<file path="config.mk">
export PLATFORM = sky130hd
export DESIGN_NAME = uart_tx_arbiter
export DESIGN_NICKNAME = d
export VERILOG_FILES = /design/src/rtl/uart_ctrl_pkg.sv /design/src/rtl/rr_arbiter.sv /design/src/rtl/uart_tx_arbiter.sv
export SDC_FILE = /design/constraint.sdc
export NUM_CORES = 1
export LEC_CHECK = 0
export CORE_MARGIN = 3
export CORE_UTILIZATION = 40
export CTS_CLUSTER_SIZE = 8
export DETAILED_ROUTE_END_ITERATION = 12
export PLACE_DENSITY = 0.69
export SYNTH_ARGS = -nofsm -noshare
export SYNTH_HDL_FRONTEND = slang
export SYNTH_SLANG_ARGS = --single-unit
</file>
<file path="constraint.sdc">
create_clock -name clk -period 8.1 [get_ports clk]
set_input_delay 2.025 -clock clk [delete_from_list [all_inputs] [get_ports clk]]
set_output_delay 2.025 -clock clk [all_outputs]
set_load 0.01 [all_outputs]
</file>
<file path="src/rtl/uart_ctrl_pkg.sv">
// Shared definitions for the UART transmit arbiter.
//   BYTE_W          : width of one transmitted byte
//   DEF_*           : default arbiter parameters
//   state_t         : arbiter FSM state encoding
package uart_ctrl_pkg;

   localparam int BYTE_W         = 8;
   localparam int DEF_N_REQ      = 4;
   localparam int DEF_TIMEOUT    = 16;
   localparam int DEF_GAP_CYCLES = 0;

   typedef enum logic [1:0] {
      ST_IDLE      = 2'd0,
      ST_WAIT_ACT  = 2'd1,
      ST_WAIT_DONE = 2'd2,
      ST_GAP       = 2'd3
   } state_t;

endpackage

</file>
<file path="src/rtl/rr_arbiter.sv">
// Combinational round-robin picker.
//   req        : request vector
//   ptr        : index of the last granted requester
//   gnt_onehot : one-hot winner
//   gnt_idx    : index of the winner
//   gnt_valid  : at least one request present
// The scan starts at (ptr+1) mod N_REQ and wraps, so the last winner has
// the lowest priority on the next pick.
module rr_arbiter #(
   parameter  int N_REQ = 4,
   localparam int IW    = $clog2(N_REQ)
) (
   input  logic [N_REQ-1:0] req,
   input  logic [IW-1:0]    ptr,
   output logic [N_REQ-1:0] gnt_onehot,
   output logic [IW-1:0]    gnt_idx,
   output logic             gnt_valid
);

   int          start_idx;
   logic [IW-1:0] idx;

   always_comb begin
      gnt_onehot = '0;
      gnt_idx    = '0;
      gnt_valid  = 1'b0;
      idx        = '0;
      start_idx  = (int'(ptr) >= N_REQ - 1) ? 0 : int'(ptr) + 1;
      for (int i = 0; i < N_REQ; i++) begin
         idx = IW'((start_idx + i) % N_REQ);
         if (!gnt_valid && req[idx]) begin
            gnt_valid       = 1'b1;
            gnt_idx         = idx;
            gnt_onehot[idx] = 1'b1;
         end
      end
   end

endmodule

</file>
<file path="src/rtl/uart_tx_arbiter.sv">
// Round-robin arbiter feeding one UART transmitter from N_REQ byte sources.
//   clk, reset   : clock, asynchronous active-high reset
//   req          : per-requester level request, held until ack
//   req_data     : byte of requester i at [8i+7:8i]
//   ack          : one-cycle pulse, byte of requester i latched
//   tx_data_out  : byte presented to the transmitter
//   tx_start     : one-cycle start pulse to the transmitter
//   tx_active    : transmitter busy flag for the whole frame
//   grant_id     : index of the current/last granted requester
//   busy         : high whenever the FSM is not idle
//   done         : one-cycle pulse at frame completion
//   timeout_err  : one-cycle pulse when tx_active never rose in time
module uart_tx_arbiter
   import uart_ctrl_pkg::*;
#(
   parameter  int N_REQ      = DEF_N_REQ,
   parameter  int TIMEOUT    = DEF_TIMEOUT,
   parameter  int GAP_CYCLES = DEF_GAP_CYCLES,
   localparam int IW         = $clog2(N_REQ)
) (
   input  logic                    clk,
   input  logic                    reset,
   input  logic [N_REQ-1:0]        req,
   input  logic [BYTE_W*N_REQ-1:0] req_data,
   output logic [N_REQ-1:0]        ack,
   output logic [BYTE_W-1:0]       tx_data_out,
   output logic                    tx_start,
   input  logic                    tx_active,
   output logic [IW-1:0]           grant_id,
   output logic                    busy,
   output logic                    done,
   output logic                    timeout_err
);

   localparam int MAXC = (TIMEOUT > GAP_CYCLES) ? TIMEOUT : GAP_CYCLES;
   localparam int CW   = $clog2(MAXC + 1);

   state_t           state;
   logic [CW-1:0]    cnt;
   logic [N_REQ-1:0] win_onehot;
   logic [IW-1:0]    win_idx;
   logic             win_valid;
   logic [BYTE_W-1:0] data_arr [N_REQ];

   for (genvar g = 0; g < N_REQ; g++) begin : g_unpack
      assign data_arr[g] = req_data[g*BYTE_W +: BYTE_W];
   end

   // grant_id doubles as the round-robin pointer; a timed-out frame has
   // already moved it, so a dead requester cannot starve the others.
   rr_arbiter #(.N_REQ(N_REQ)) u_rr (
      .req        (req),
      .ptr        (grant_id),
      .gnt_onehot (win_onehot),
      .gnt_idx    (win_idx),
      .gnt_valid  (win_valid)
   );

   assign busy = (state != ST_IDLE);

   always_ff @(posedge clk or posedge reset) begin
      if (reset) begin
         state       <= ST_IDLE;
         cnt         <= '0;
         ack         <= '0;
         tx_start    <= 1'b0;
         tx_data_out <= '0;
         grant_id    <= IW'(N_REQ - 1);
         done        <= 1'b0;
         timeout_err <= 1'b0;
      end else begin
         ack         <= '0;
         tx_start    <= 1'b0;
         done        <= 1'b0;
         timeout_err <= 1'b0;
         case (state)
            ST_IDLE: begin
               if (win_valid) begin
                  tx_data_out <= data_arr[win_idx];
                  grant_id    <= win_idx;
                  ack         <= win_onehot;
                  tx_start    <= 1'b1;
                  cnt         <= '0;
                  state       <= ST_WAIT_ACT;
               end
            end
            ST_WAIT_ACT: begin
               if (tx_active) begin
                  cnt   <= '0;
                  state <= ST_WAIT_DONE;
               end else if (cnt == CW'(TIMEOUT - 1)) begin
                  timeout_err <= 1'b1;
                  cnt         <= '0;
                  state       <= (GAP_CYCLES > 0) ? ST_GAP : ST_IDLE;
               end else begin
                  cnt <= cnt + 1'b1;
               end
            end
            ST_WAIT_DONE: begin
               if (!tx_active) begin
                  done  <= 1'b1;
                  cnt   <= '0;
                  state <= (GAP_CYCLES > 0) ? ST_GAP : ST_IDLE;
               end
            end
            ST_GAP: begin
               // the cycle carrying done counts as the first gap cycle
               if (cnt == CW'(GAP_CYCLES - 1)) begin
                  cnt   <= '0;
                  state <= ST_IDLE;
               end else begin
                  cnt <= cnt + 1'b1;
               end
            end
            default: begin
               cnt   <= '0;
               state <= ST_IDLE;
            end
         endcase
      end
   end

endmodule

</file>
==> results of run 1 <==
[logic make-up (layout without fill, tap and decap cells)]
kind of cell	after synthesis	after routing
simple gates	75	75
flops	24	24
xor+xnor	2	2
buf+inv	31	75
fa+ha+maj	12	12
mux	24	24
compound gates	65	65
[area by class of cell]
type,instances,area [µm²],area share (%)
multi-input combinational,178,1250,47.6
tap,67,83.8,3.18
clock buffer,3,41.3,1.57
sequential,24,603,22.9
inverter,14,52.6,2.00
clock inverter,1,30.0,1.14
timing repair buffer,57,568,21.6
[synth_stat cells, types with 2 or more instances]
master	number
o21ai_1	2
o211ai_1	8
mux4_2	3
inv_1	14
nor3b_1	3
o21a_1	3
or2_2	3
o22ai_1	6
dfrtp_1	22
xnor2_1	2
nand3_1	5
a221oi_1	2
mux2i_1	19
clkbuf_1	11
dfstp_2	2
nor3_1	4
nor2_1	8
nand2_1	36
nor2b_1	4
a21oi_1	22
buf_6	2
a222oi_1	3
buf_2	2
o21ai_0	8
and3_1	3
ha_1	12
[cells in the final DEF, fill, tap and decap left out, types with 2 or more instances in the layout]
cell type	synthesis	layout
a21oi_1	22	22
a221oi_1	2	2
a222oi_1	3	3
and3_1	3	3
clkbuf_8	0	3
clkdlybuf4s50_1	0	56
dfrtp_1	22	22
dfstp_2	2	2
ha_1	12	12
inv_1	14	14
mux2i_1	19	19
mux4_2	3	3
nand2_1	36	36
nand3_1	5	5
nor2_1	8	8
nor2b_1	4	4
nor3_1	4	4
nor3b_1	3	3
o211ai_1	8	8
o21a_1	3	3
o21ai_0	8	8
o21ai_1	2	2
o22ai_1	6	6
or2_2	3	3
xnor2_1	2	2
[flip-flops by register name (all words and copies together) (netlist names)]
register	count
tx_start	1
cnt	5
ack	4
timeout_err	1
grant_id	2
state	2
tx_data_out	8
done	1
[worst register-to-register path, cell delays in order (launching register included)]
cell and delay (ns):
dfstp_2 0.72, inv_1 0.16, ha_1 0.34, nor2_1 0.24
o21ai_0 0.13, o21ai_1 0.91, nand4_1 0.53, o211ai_1 0.32
[through the flow]
step | setup WS [ns] | hold WS, ns | area, µm² | total power [mW]
6_report | 3.37 | 0.499 | 2630 | 0.966
5_1_grt | 3.06 | 0.544 | 2630 | 1.05
4_1_cts | 3.37 | 0.504 | 2630 | 0.968
3_5_place_dp | 3.09 | 0.487 | 2560 | 0.862
3_3_place_gp | 3.29 | 0.482 | 2560 | 0.855
2_1_floorplan | 4.22 | 0.477 | 2010 | 0.697
[where the power goes]
group          leakage (nW)  total [mW]  internal [mW]  switching, mW
sequential            0.307       0.218          0.172         0.0461
combinational         0.775       0.645          0.299          0.346
clock                0.0357       0.104         0.0660         0.0379
[path summary, 6_finish.rpt]
path                            slack, ns  depth (start not counted)                  startpoint                          to
worst max-delay path                 3.37                          7                      req[1]     grant_id[1]$_DFFE_PP1P_
worst min-delay path                 0.50                          2  tx_data_out[1]$_DFFE_PP0P_  tx_data_out[1]$_DFFE_PP0P_
worst max register to register       4.66                          7     grant_id[0]$_DFFE_PP1P_  tx_data_out[6]$_DFFE_PP0P_
worst min register to register       0.50                          2  tx_data_out[1]$_DFFE_PP0P_  tx_data_out[1]$_DFFE_PP0P_
max in group asynchronous            5.31                          2                       reset  tx_data_out[3]$_DFFE_PP0P_
min in group asynchronous            2.24                          2                       reset          cnt[1]$_DFFE_PP0P_
[metal layers]
layer  routed length, µm  GRT usage, %  vias to the layer above
li1                    -             -                      924
met2                2340          26.9                       63
met1                2260          23.3                      852
met5                   0             0                        -
met4                  29          3.44                        0
met3                 264          2.58                        2
==> impl_metrics.tcl, run 1 <==
set metrics [dict create \
    slew_violations 0 \
    core_region_area_um2 4790 \
    final-hold-violation-count 0 \
    htreeDepth 1 \
    hpwl_mm 3.70 \
    cts_tree "done" \
    slowest_stage "o21ai_1" \
    die_h_um 76.9 \
    synth-compound-area-share_pct 21.0 \
    p_leak_nw 1.12 \
    syn_area_um2 2010 \
    instances_no_fill 344 \
    irDropWorstVdd_mv 0.330 \
    cp_max_fo 15 \
    nets 329 \
    path_delay_family "compound AO/OA/AOI/OAI gates" \
    crit_arrival_ns 4.92 \
    route.detailed.wl_per_inst_um 14.2 \
    syn_inst 233 \
    via_per_inst 5.35 \
    ys_types 50 \
    status "complete, no violations" \
    post_cts_buffers 0 \
    crit_type "input port to flip-flop" \
    area_delta_synth_final_pct 30.9 \
    synth_top_family_by_area "compound AO/OA/AOI/OAI gates" \
    cp-end-kind "flip-flop" \
    port_buffers 56 \
    yosys-top-cells-area "dfrtp_1 27%, mux2i_1 9.5%, ha_1 7.5%" \
    row_count 25 \
    dp_cells 340 \
    fmax_mhz 211 \
    cts-resized-gates 0 \
    start_util_pct 42.0 \
    rsz0062_at_grt "false" \
    synth_edf_count 0 \
    path_cells "clkdlybuf4s50_1, or3_4, a2111oi_0, nor2_1, o21ai_1, inv_1, o21ai_0" \
    yosysSeqAreaShare_pct 30.0 \
    skew_ns 0.00716 \
    cts_buffers 3 \
    via_count 1841 \
    setup_viol 0 \
    synth-simple-area-share_pct 18.3 \
    drtIter0Drc 86 \
    globalplace.congestion 0.863 \
    remaining_drc_errors 0 \
    fin_util_pct 55.0 \
    syn-num-nets 284 \
    grt_max_degree 25 \
    fillers 425 \
    overflow 0 \
    synth-adder-area-share_pct 7.47 \
    die_area_um2 5910 \
    clk_path_buf_depth 2 \
    critPathRequiredTime_ns 8.29 \
    critPathBufInv 2 \
    grtUsageTotal_pct 16.6 \
    slew_headroom_pct 20.8 \
    yosys_warnings 0 \
    antenna_found_initial 0 \
    clk_latency_ns 0.27 \
    critPathLaunchType "input port" \
    synth-main-ff-cell "dfrtp_1" \
    tightest_slew_ns 1.18 \
    max_stage_delay_ns 0.83 \
    clock-sinks 24 \
    hold_buffers 0 \
    p_per_area_nw_per_um2 367 \
    setup_tns_ns 0 \
    ant_nets 0 \
    synth_mux_area_share_pct 14.7 \
    drive_gt1_share_pct 6.86 \
    synth-async-reset-ratio_pct 100 \
    grt_pass1_vias 1664 \
    period_share_pct 58.4 \
    io_pins 57 \
    avgSynthCellArea_um2 8.63 \
    dr.pass1.iters 4 \
    die_x_um 76.9 \
    grt_pass1_wl_mm 8.14 \
    finalCriticalPeriod_ns 4.73 \
    clk_pin_slew_ns 0.09 \
    synth_seq_cells 24 \
    root_buffer "clkbuf_8" \
    synth-xor-area-share_pct 0.871 \
    hold_class "flip-flop to flip-flop" \
    drv_cap 0 \
    yosys.area.top_type_share_pct 27.4 \
    synth_area_leader_cell "dfrtp_1" \
    antenna_cells 0 \
    totalWireLength_mm 4.90 \
]
No activity file was read; power rests on OpenSTA's default activity.
==> inputs of run 2 (changes only) <==
PLACE_DENSITY = 0.72   (was 0.69)
clock period = 4.25 ns   (was 8.1 ns; I/O delays follow)
==> run 2 against run 1 <==
Net effect:
- final cell count is 0.87% higher
- combinational power increased by 92%
- sequential power is 92% higher
- clock power up 46%
- first-iteration DRC count up 43%
- final area grew 0.24%
- register-to-register slack worse by 3.7 ns
- die area is the same
- critical path depth grew 1
- clock skew down 0.0063 ns
- critical path type unchanged
==> impl_metrics.tcl, run 2 (same netlist as run 1, synthesis figures left out) <==
set metrics [dict create \
    io_pins 57 \
    antenna_cells 0 \
    top_register "tx_data_out" \
    ant_nets 0 \
    clk_pin_slew_ns 0.08 \
    die_area_um2 5910 \
    final-hold-violation-count 0 \
    period_share_pct 82.6 \
    die_h_um 76.9 \
    overflow 0 \
    core_region_area_um2 4790 \
    reg2regPathDepth 7 \
    hpwl_mm 3.76 \
    remaining_drc_errors 0 \
    grtUsageTotal_pct 16.4 \
    cts_buffers 3 \
    tightest_slew_ns 1.04 \
    setup_viol 0 \
    htreeDepth 1 \
    p_leak_nw 1.13 \
    r2r-end "tx_data_out[0]$_DFFE_PP0P_" \
    critPathRequiredTime_ns 4.43 \
    hold_class "flip-flop to flip-flop" \
    grt_pass1_vias 1742 \
    drtIter0Drc 123 \
    mostFrequentLayoutCells "56 x clkdlybuf4s50_1, 36 x nand2_1, 22 x a21oi_1, 22 x dfrtp_1, 19 x mux2i_1" \
    p_per_area_nw_per_um2 686 \
    route.detailed.wl_per_inst_um 14.0 \
    slew_headroom_pct 30.5 \
    crit_path_end "grant_id[1]$_DFFE_PP1P_" \
    cp-end-kind "flip-flop" \
    clk_latency_ns 0.26 \
    nets 332 \
    largest_reg_flops 8 \
    start_util_pct 42.0 \
    area_delta_synth_final_pct 31.2 \
    cp_max_fo 11 \
    worstSetupStartpoint "req[1]" \
    die_x_um 76.9 \
    port_buffers 56 \
    critPathLaunchType "input port" \
    root_buffer "clkbuf_8" \
    via_per_inst 5.28 \
    irDropWorstVdd_mv 0.457 \
    drive_gt1_share_pct 7.86 \
    final_common_cell "clkdlybuf4s50_1" \
    cts-resized-gates 0 \
    place_area_um2 2580 \
    crit_arrival_ns 3.69 \
    slew_violations 0 \
    finalCriticalPeriod_ns 3.51 \
    cts_tree "done" \
    globalplace.congestion 0.795 \
    whs_ns 0.501 \
    design_area_um2 2640 \
    instances_no_fill 347 \
    via_count 1831 \
    grt_pass1_wl_mm 8.02 \
    r2r-start "grant_id[0]$_DFFE_PP1P_" \
    power_mw 1.81 \
    reg_top3 "tx_data_out: 8 flops, cnt: 5 flops, ack: 4 flops" \
    skew_ns 0.000857 \
    crit_type "input port to flip-flop" \
    clk_path_buf_depth 2 \
    row_count 25 \
    antenna_found_initial 0 \
    dr.pass1.iters 6 \
    totalWireLength_mm 4.86 \
    status "complete, no violations" \
    dp_cells 343 \
    rsz0062_at_grt "false" \
    fmax_mhz 285 \
    r2r_slack_ns 0.94 \
    grt_max_degree 25 \
    drv_cap 0 \
    setup_tns_ns 0 \
    post_cts_buffers 0 \
    clock-sinks 24 \
    hold_buffers 0 \
]
run 2: cell count changes in the layout (fill, tap and decap cells not counted), sizes merged:
cell	delta
bufinv	-1
clkbuf	+1
buf	+3
run 2: worst min path at each step:
| stage | from | endpoint | slack, ns | cells after the start |
|---|---|---|---|---|
| 2_1_floorplan | cnt[0]$_DFFE_PP0P_ | cnt[0]$_DFFE_PP0P_ | 0.48 | 1 |
| 3_3_place_gp | tx_data_out[4]$_DFFE_PP0P_ | tx_data_out[4]$_DFFE_PP0P_ | 0.48 | 2 |
| 3_5_place_dp | tx_data_out[7]$_DFFE_PP0P_ | tx_data_out[7]$_DFFE_PP0P_ | 0.49 | 2 |
| 4_1_cts | tx_data_out[7]$_DFFE_PP0P_ | tx_data_out[7]$_DFFE_PP0P_ | 0.51 | 2 |
| 5_1_grt | tx_data_out[4]$_DFFE_PP0P_ | tx_data_out[4]$_DFFE_PP0P_ | 0.54 | 2 |
| 6_report | tx_data_out[7]$_DFFE_PP0P_ | tx_data_out[7]$_DFFE_PP0P_ | 0.50 | 2 |
run 2: power by group:
part / internal (mW) / switching (mW) / leakage, nW
Clock: 0.0826 / 0.0695 / 0.0288
Combinational: 0.585 / 0.656 / 0.789
Sequential: 0.327 / 0.0905 / 0.307
run 2: layer usage:
metal	share of wire [%]	wire (µm)	global-route usage, %	vias up
li1	-	-	-	930
met1	47	2270	22.5	841
met2	47	2310	26.7	56
met3	4.8	235	2.23	4
met4	0.95	46	5.07	0
met5	0	0	0	-
run 2: area by class of cell:
class / instances / area (µm²)
Fill cell: 446 / 2150
Tap cell: 67 / 83.8
Timing Repair Buffer: 60 / 591
Multi-Input combinational cell: 178 / 1250
Clock buffer: 4 / 55.1
Sequential cell: 24 / 603
Inverter: 14 / 52.6
run 2: stage by stage:
step	utilization, %	setup WS [ns]
after floorplan	-	1.32
after global placement	54.0	0.596
after detailed placement	54.0	0.446
after CTS	55.1	0.754
after global routing	55.1	0.379
final	55.1	0.740
run 2: critical path, cell delays in order:
cell             delay [ns]
clkdlybuf4s50_1        0.56
or3_4                  0.48
a2111oi_0              0.58
nor2_1                 0.13
o21ai_1                0.39
buf_4                  0.25
inv_1                  0.07
o21ai_0                0.17
==> inputs of run 3 (changes only) <==
PLACE_DENSITY = 0.69   (was 0.72)
clock period = 3.6 ns   (was 4.25 ns; I/O delays follow)
==> run 3 against run 2 <==
Net effect:
- critical path depth is the same
- power increased by 19%
- core utilization up 0.68 points
- global-route usage up 0.096 points
- clock power rose by 7%
- largest power group unchanged
- highest routed layer unchanged
==> impl_metrics.tcl, run 3 (same netlist as run 1, synthesis figures left out) <==
set metrics [dict create \
    antenna_cells 0 \
    final-hold-violation-count 0 \
    grt_pass1_vias 1752 \
    status "complete, no violations" \
    critPathBufInv 1 \
    tightest_slew_ns 0.872 \
    largest_reg_flops 8 \
    slew_headroom_pct 41.8 \
    cts_tree "done" \
    setup_slack_ns 0.546 \
    via_count 1869 \
    cts_buffers 3 \
    remaining_drc_errors 0 \
    area_delta_synth_final_pct 32.9 \
    fillers 440 \
    grt_max_degree 25 \
    cts-resized-gates 0 \
    critPathLaunchType "flip-flop" \
    dr.pass1.iters 4 \
    grt_pass1_wl_mm 8.21 \
    wl_met1_mm 2.31 \
    final_common_cell "clkdlybuf4s50_1" \
    post_cts_buffers 0 \
    row_count 25 \
    route.detailed.wl_per_inst_um 13.9 \
    hpwl_mm 3.74 \
    via_per_inst 5.32 \
    setup_tns_ns 0 \
    irDropWorstVdd_mv 0.414 \
    totalWireLength_mm 4.86 \
    root_buffer "clkbuf_8" \
    clock-sinks 24 \
    slowest_stage "dfstp_2" \
    start_util_pct 42.0 \
    dr_wl_met2_mm 2.35 \
    die_h_um 76.9 \
    drive_gt1_share_pct 8.80 \
    overflow 0 \
    register_area_um2 603 \
    core_region_area_um2 4790 \
    top_register "tx_data_out" \
    path_cells "ha_1, nor2_4, mux4_2, mux2_4, mux2i_4, buf_12, mux2i_1, o211ai_1" \
    htreeDepth 1 \
    port_buffers 56 \
    fmax_mhz 327 \
    clk_latency_ns 0.26 \
    p_per_area_nw_per_um2 809 \
    rsz0062_at_grt "false" \
    hold_class "flip-flop to flip-flop" \
    mostFrequentLayoutCells "56 x clkdlybuf4s50_1, 36 x nand2_1, 22 x a21oi_1, 22 x dfrtp_1, 19 x mux2i_1" \
    grtUsageTotal_pct 16.5 \
    multiInputGateArea_um2 1250 \
    finalCriticalPeriod_ns 3.05 \
    slew_violations 0 \
    crit_type "flip-flop to flip-flop" \
    hold_buffers 0 \
    dp_slack_ns 0.334 \
    cp_max_fo 16 \
    io_pins 57 \
    p_leak_nw 1.14 \
    whs_ns 0.499 \
    clk_pin_slew_ns 0.09 \
    ant_nets 0 \
    cp-end-kind "flip-flop" \
    period_share_pct 84.8 \
    critPathRequiredTime_ns 3.74 \
    skew_ns 0.00595 \
    power_mw 2.16 \
    crit_arrival_ns 3.20 \
    wl_met3_um 166 \
    reg_top3 "tx_data_out: 8 flops, cnt: 5 flops, ack: 4 flops" \
    nets 336 \
    die_area_um2 5910 \
    die_x_um 76.9 \
    top_layer "met4" \
    setup_viol 0 \
    clk_path_buf_depth 2 \
    path_delay_family "multiplexers" \
    max_stage_delay_ns 0.73 \
    globalplace.congestion 0.902 \
    drv_cap 0 \
    antenna_found_initial 0 \
    drtIter0Drc 92 \
]
## run 3: tightest hold or removal path, stage by stage, from the launching register on
cell and delay, ns:
dfrtp_1 0.35, nand2_1 0.05, o211ai_1 0.07
## run 3: cell type report
| cell class | instances | area share (%) |
|---|---|---|
| Multi-Input combinational cell | 178 | 46.9 |
| Timing Repair Buffer | 64 | 23.7 |
| Sequential cell | 24 | 22.6 |
| Tap cell | 67 | 3.14 |
| Inverter | 14 | 1.97 |
| Clock buffer | 4 | 1.69 |
## run 3: metrics by stage
step / instances / area, µm² / utilization [%]
2_1_floorplan: 233 / 2010 / -
3_3_place_gp: 347 / 2630 / 54.9
3_5_place_dp: 347 / 2630 / 54.9
4_1_cts: 351 / 2670 / 55.8
5_1_grt: 351 / 2670 / 55.8
6_report: 351 / 2670 / 55.8
## run 3: final timing paths
check / end / slack [ns] / startpoint / cells past startpoint
worst min register to register: tx_data_out[3]$_DFFE_PP0P_ / 0.50 / tx_data_out[3]$_DFFE_PP0P_ / 2
worst min-delay path: tx_data_out[3]$_DFFE_PP0P_ / 0.50 / tx_data_out[3]$_DFFE_PP0P_ / 2
max in group asynchronous: cnt[4]$_DFFE_PP0P_ / 1.94 / reset / 2
worst max register to register: tx_data_out[5]$_DFFE_PP0P_ / 0.55 / grant_id[0]$_DFFE_PP1P_ / 8
worst max-delay path: tx_data_out[5]$_DFFE_PP0P_ / 0.55 / grant_id[0]$_DFFE_PP1P_ / 8
min in group asynchronous: cnt[2]$_DFFE_PP0P_ / 1.12 / reset / 2
## run 3: per-layer routing
layer  vias up  global-route usage [%]
met4         0                    3.08
li1        944                       -
met2        41                    26.8
met5         -                       0
met3         4                    2.46
met1       880                    23.2
## run 3: report_power, final
part	internal (mW)	switching, mW
sequential	0.386	0.103
clock	0.0790	0.0844
combinational	0.731	0.778
total	1.20	0.966
